File: src/rtl/flash_read_seq.sv
// Burst-read sequencer for an 8-bit parallel NOR flash.
// Paces each byte through an external access timer and has a watchdog for a dead timer.
module flash_read_seq #(
    parameter int unsigned ADDR_W  = 24,
    parameter int unsigned LEN_W   = 16,
    parameter int unsigned TIMEOUT = 1024
) (
    input  logic              CLK_50MHZ,
    input  logic              RST_N,
    input  logic              req,
    input  logic [ADDR_W-1:0] base_addr,
    input  logic [LEN_W-1:0]  len,
    output logic              busy,
    output logic [7:0]        data_out,
    output logic              data_valid,
    output logic              done,
    output logic              err,
    output logic              tmr_start,
    input  logic              tmr_done,
    output logic [ADDR_W-1:0] SF_A,
    input  logic [7:0]        SF_D,
    output logic              SF_CE0,
    output logic              SF_OE,
    output logic              SF_WE,
    output logic              SF_BYTE
);

    localparam int unsigned WD_W = $clog2(TIMEOUT + 1);
    localparam logic [WD_W-1:0] WD_LAST = WD_W'(TIMEOUT - 1);

    typedef enum logic [2:0] {
        S_IDLE,
        S_SETUP,
        S_WAIT,
        S_CAPTURE,
        S_FINISH,
        S_ABORT
    } state_e;

    state_e            state_q, state_d;
    logic [ADDR_W-1:0] addr_q, addr_d;
    logic [LEN_W-1:0]  rem_q, rem_d;
    logic [WD_W-1:0]   wd_q, wd_d;
    logic [ADDR_W-1:0] sf_a_q, sf_a_d;
    logic [7:0]        data_q, data_d;
    logic              dv_q, dv_d;
    logic              flash_on;

    always_ff @(posedge CLK_50MHZ or negedge RST_N) begin
        if (!RST_N) begin
            state_q <= S_IDLE;
            addr_q  <= '0;
            rem_q   <= '0;
            wd_q    <= '0;
            sf_a_q  <= '0;
            data_q  <= '0;
            dv_q    <= 1'b0;
        end else begin
            state_q <= state_d;
            addr_q  <= addr_d;
            rem_q   <= rem_d;
            wd_q    <= wd_d;
            sf_a_q  <= sf_a_d;
            data_q  <= data_d;
            dv_q    <= dv_d;
        end
    end

    always_comb begin
        state_d = state_q;
        addr_d  = addr_q;
        rem_d   = rem_q;
        wd_d    = wd_q;
        sf_a_d  = sf_a_q;
        data_d  = data_q;
        dv_d    = 1'b0;

        case (state_q)
            S_IDLE: begin
                wd_d = '0;
                if (req) begin
                    addr_d = base_addr;
                    rem_d  = len;
                    if (len == '0) begin
                        state_d = S_FINISH;
                    end else begin
                        state_d = S_SETUP;
                    end
                end
            end
            S_SETUP: begin
                wd_d    = '0;
                state_d = S_WAIT;
            end
            S_WAIT: begin
                wd_d = wd_q + WD_W'(1);
                // A timer answer in the timeout cycle still completes the byte.
                if (tmr_done) begin
                    wd_d    = '0;
                    state_d = S_CAPTURE;
                end else if (wd_d == WD_LAST) begin
                    wd_d    = '0;
                    state_d = S_ABORT;
                end
            end
            S_CAPTURE: begin
                data_d = SF_D;
                dv_d   = 1'b1;
                addr_d = addr_q + ADDR_W'(1);
                rem_d  = rem_q - LEN_W'(1);
                if (rem_q == LEN_W'(1)) begin
                    state_d = S_FINISH;
                end else begin
                    state_d = S_SETUP;
                end
            end
            S_FINISH: begin
                state_d = S_IDLE;
            end
            S_ABORT: begin
                state_d = S_IDLE;
            end
            default: begin
                state_d = S_IDLE;
            end
        endcase

        // Address is loaded on entry to SETUP so it is stable for the whole access.
        if (state_d == S_SETUP) begin
            sf_a_d = addr_d;
        end
    end

    assign flash_on = (state_q == S_SETUP) ||
                      (state_q == S_WAIT) ||
                      (state_q == S_CAPTURE);

    assign busy       = (state_q != S_IDLE);
    assign tmr_start  = (state_q == S_SETUP);
    assign done       = (state_q == S_FINISH);
    assign err        = (state_q == S_ABORT);
    assign data_out   = data_q;
    assign data_valid = dv_q;
    assign SF_A       = sf_a_q;
    assign SF_CE0     = ~flash_on;
    assign SF_OE      = ~flash_on;
    assign SF_WE      = 1'b1;
    assign SF_BYTE    = 1'b0;

endmodule

File: config.mk
export PLATFORM = sky130hd
export DESIGN_NAME = flash_read_seq
export DESIGN_NICKNAME = d
export VERILOG_FILES = /design/src/rtl/flash_read_seq.sv
export SDC_FILE = /design/constraint.sdc
export NUM_CORES = 1
export LEC_CHECK = 0
export CAP_MARGIN = 20
export CORE_ASPECT_RATIO = 1.2
export CORE_MARGIN = 3
export CORE_UTILIZATION = 48
export DETAILED_ROUTE_END_ITERATION = 10
export GPL_TIMING_DRIVEN = 0
export HOLD_SLACK_MARGIN = 0.05
export MAX_ROUTING_LAYER = met4
export PLACE_DENSITY = 0.78
export SLEW_MARGIN = 30
export SYNTH_ARGS = -nofsm -noshare
export SYNTH_HDL_FRONTEND = slang
export SYNTH_SLANG_ARGS = --single-unit
File: constraint.sdc
create_clock -name CLK_50MHZ -period 3.25 [get_ports CLK_50MHZ]
set_clock_uncertainty 0.15 [all_clocks]
set_input_delay 0.8125 -clock CLK_50MHZ [delete_from_list [all_inputs] [get_ports CLK_50MHZ]]
set_output_delay 0.8125 -clock CLK_50MHZ [all_outputs]
set_load 0.005 [all_outputs]
==> metrics.cfg <==
[status]
status = completed

[worst_setup_path]
end_kind = flip-flop
worstPathBufferInverterCount = 3
cpMaxStageDelayCell = sky130_fd_sc_hd__clkdlybuf4s50_1
cp.arrival_ns = 3.10
critical_path_peak_fanout = 10
cp.required_ns = 3.38
max_stage_delay_ns = 0.54
worst_path_dominant_cell_family = buffers and inverters
startpoint_class = primary input
critPathKind = in2reg
worstPathCellList = clkdlybuf4s50_1, nor4b_4, clkbuf_1, buf_1, a32oi_1, a31oi_1

[cts]
cts_hold_repair.buffers = 0
worst_skew_pair.late_latency_ns = 0.36
clock_sinks = 87
root_buffer = sky130_fd_sc_hd__clkbuf_8
tritoncts = built
cts_setup_buffers = 0
cts_max_path_buffers = 2
h-tree-depth = 3
clkTransAtPathRegs_ns = 0.09
cts-buffers-inserted = 9

[global_routing]
grt_pass1_vias = 4034
grt_start_max_net_pins = 53
grt-ovfl-total = 0
grt_first_pass_wirelength_mm = 19.4
antenna_found_initial = 0
groute.usage.overall_pct = 23.6

[drt]
iteration_0_drc_count_of_the_detailed_router = 226
drc = 0
drt-vias-per-instance = 5.86
vias = 4010
detailedRoute.firstPassIterationCount = 5
route.detailed.wl_per_inst_microns = 16.6
antenna_violating_nets_left = 0
route.final.wire_length_mm = 11.4

[power_and_ir_drop]
power_leakage_nw = 2.39
power_w = 0.00493
pwr_density_cell_nw_per_um2 = 852
power.ir.vdd_worst_v = 0.000479

[place]
gp_congestion = 0.898
portBuffers = 90
detailedPlacementHpwl_mm = 8.24

[timing]
layout_min_cycle_time_ns = 2.97
setup_viol = 0
final_min_period_over_clock_period_pct = 91.3
slew_viol_final = 0
hold_viol_final = 0
fmax_mhz = 337
worst_pin_slew_ns = 0.639
grt_setup_unrepaired = false
hold_ws_ns = 0.191
max_slew_margin_pct = 57.0

[layout]
number_of_filler_cells_placed_in_the_layout = 694
mostFrequentLayoutCells = sky130_fd_sc_hd__clkdlybuf4s50_1, sky130_fd_sc_hd__nand2_1, sky130_fd_sc_hd__dfrtp_1
final_common_cell = sky130_fd_sc_hd__clkdlybuf4s50_1
area_growth_syn_to_layout_pct = 29.8
antennaDiodeCount = 0
final_core_util_pct = 65.7
number_of_nets_at_the_end_of_the_flow = 619
drive_above_1_share_pct = 9.70

[logic_synthesis]
yosysUniqueCellTypes = 54
mappedNetlistNets = 517
yosys.area.top_type_share_pct = 48.9
postSynthCellCount = 460
ys_warn_count = 0
yosysTopAreaCell = sky130_fd_sc_hd__dfrtp_1
synth.ff_latch_count = 87
postSynth.topFlopCell = sky130_fd_sc_hd__dfrtp_1
synth.avg_cell_area_sq_um = 9.68
postSynth.asyncResetShare_pct = 100
synth_seq_area_share_pct = 48.9
synth-edff-count = 0
ys_top_cells_by_area = sky130_fd_sc_hd__dfrtp_1, sky130_fd_sc_hd__nand2_1, sky130_fd_sc_hd__mux2_2
mappedNetlistArea_sq_um = 4450

[min_path]
worst_hold_path_type = in2async

[floorplan]
die_y_microns = 111
ios = 93
design.die.area_sq_um = 10500
fp.dieW_microns = 93.9
floorplan.initialDensity_pct = 50.6
core_sq_um = 8800
core.rowCount = 37

[run]
timing.max_cap.violations = 0

## state kept, by name (all words and copies together) (netlist names)
| name | flops |
|---|---|
| data_valid | 1 |
| rem_q | 16 |
| state_q | 3 |
| addr_q | 24 |
| SF_A | 24 |
| wd_q | 11 |
| data_out | 8 |
## report_power, final
group	leakage [nW]	switching, W	internal [W]
Clock	0.119	0.000390	0.000497
Combinational	1.18	0.00103	0.00107
Sequential	1.09	0.000393	0.00155
Total	2.39	0.00181	0.00311
## repair_timing
action,in CTS,in global routing
resized for setup,0,1
endpoints found under the hold margin,0,0
endpoints found under the setup margin,0,12
## layer usage
metal	vias to the layer above	GRT usage, %	share of wire [%]
met1	1969	30.5	43
met2	108	38.1	51
met4	0	6.84	1.4
met5	-	-	0
met3	14	4.26	4.3
li1	1919	-	-
## Yosys cell counts, types with 7 or more instances
master,instances
sky130_fd_sc_hd__nor2_1,21
sky130_fd_sc_hd__a21oi_1,17
sky130_fd_sc_hd__a31oi_1,7
sky130_fd_sc_hd__inv_1,11
sky130_fd_sc_hd__clkbuf_1,10
sky130_fd_sc_hd__nand3_1,26
sky130_fd_sc_hd__or4_1,7
sky130_fd_sc_hd__nand2_1,88
sky130_fd_sc_hd__mux2_2,19
sky130_fd_sc_hd__nand2b_1,7
sky130_fd_sc_hd__o211ai_1,14
sky130_fd_sc_hd__nand4_1,7
sky130_fd_sc_hd__o311ai_0,15
sky130_fd_sc_hd__dfrtp_1,87
sky130_fd_sc_hd__nor4_1,14
sky130_fd_sc_hd__o21ai_0,19
## cells by family after synthesis
logic type	synth area share [%]
and+or+nand+nor	23.7
muxes	6.72
AOI/OAI and AO/OA	15.0
buffers and inverters	3.46
xor gates and xnor gates	0.590
DFF	48.9
other	0.169
adders and majority gates	1.41
## per-stage QoR
stage                     instance area (sq um)  setup TNS [ns]  cells  setup slack, ns
after floorplan                            4450               0    460            0.915
after global placement                     5500         -173.26    667            -1.95
after detailed placement                   5530           -4.56    668           -0.248
after CTS                                  5770               0    684           0.0555
after global routing                       5780               0    684            0.108
final                                      5780               0    684            0.282
## path summary, 6_finish.rpt
| kind | slack (ns) | from | depth (start not counted) | endpoint |
|---|---|---|---|---|
| worst max-delay path | 0.28 | req | 6 | SF_A[14]$_DFFE_PN0N_ |
| worst min-delay path | 0.19 | RST_N | 1 | wd_q[7]$_DFFE_PN0P_ |
| worst max register to register | 0.63 | state_q[1]$_DFF_PN0_ | 6 | SF_A[21]$_DFFE_PN0N_ |
| worst min register to register | 0.33 | data_out[6]$_DFFE_PN0P_ | 2 | data_out[6]$_DFFE_PN0P_ |
| max in group asynchronous | 2.18 | RST_N | 2 | addr_q[6]$_DFF_PN0_ |
| min in group CLK_50MHZ | 0.33 | data_out[6]$_DFFE_PN0P_ | 2 | data_out[6]$_DFFE_PN0P_ |
## cell type report
cell class	instances	area (sq um)	area share, %
multi-input combinational	339	2130	36.9
sequential	87	2180	37.7
buffer	23	113	1.95
inverter	11	41.3	0.715
clock buffer	12	165	2.86
clock inverter	4	76.3	1.32
tap	117	146	2.53
timing repair buffer	91	930	16.1
(Power assumes the default switching activity.)
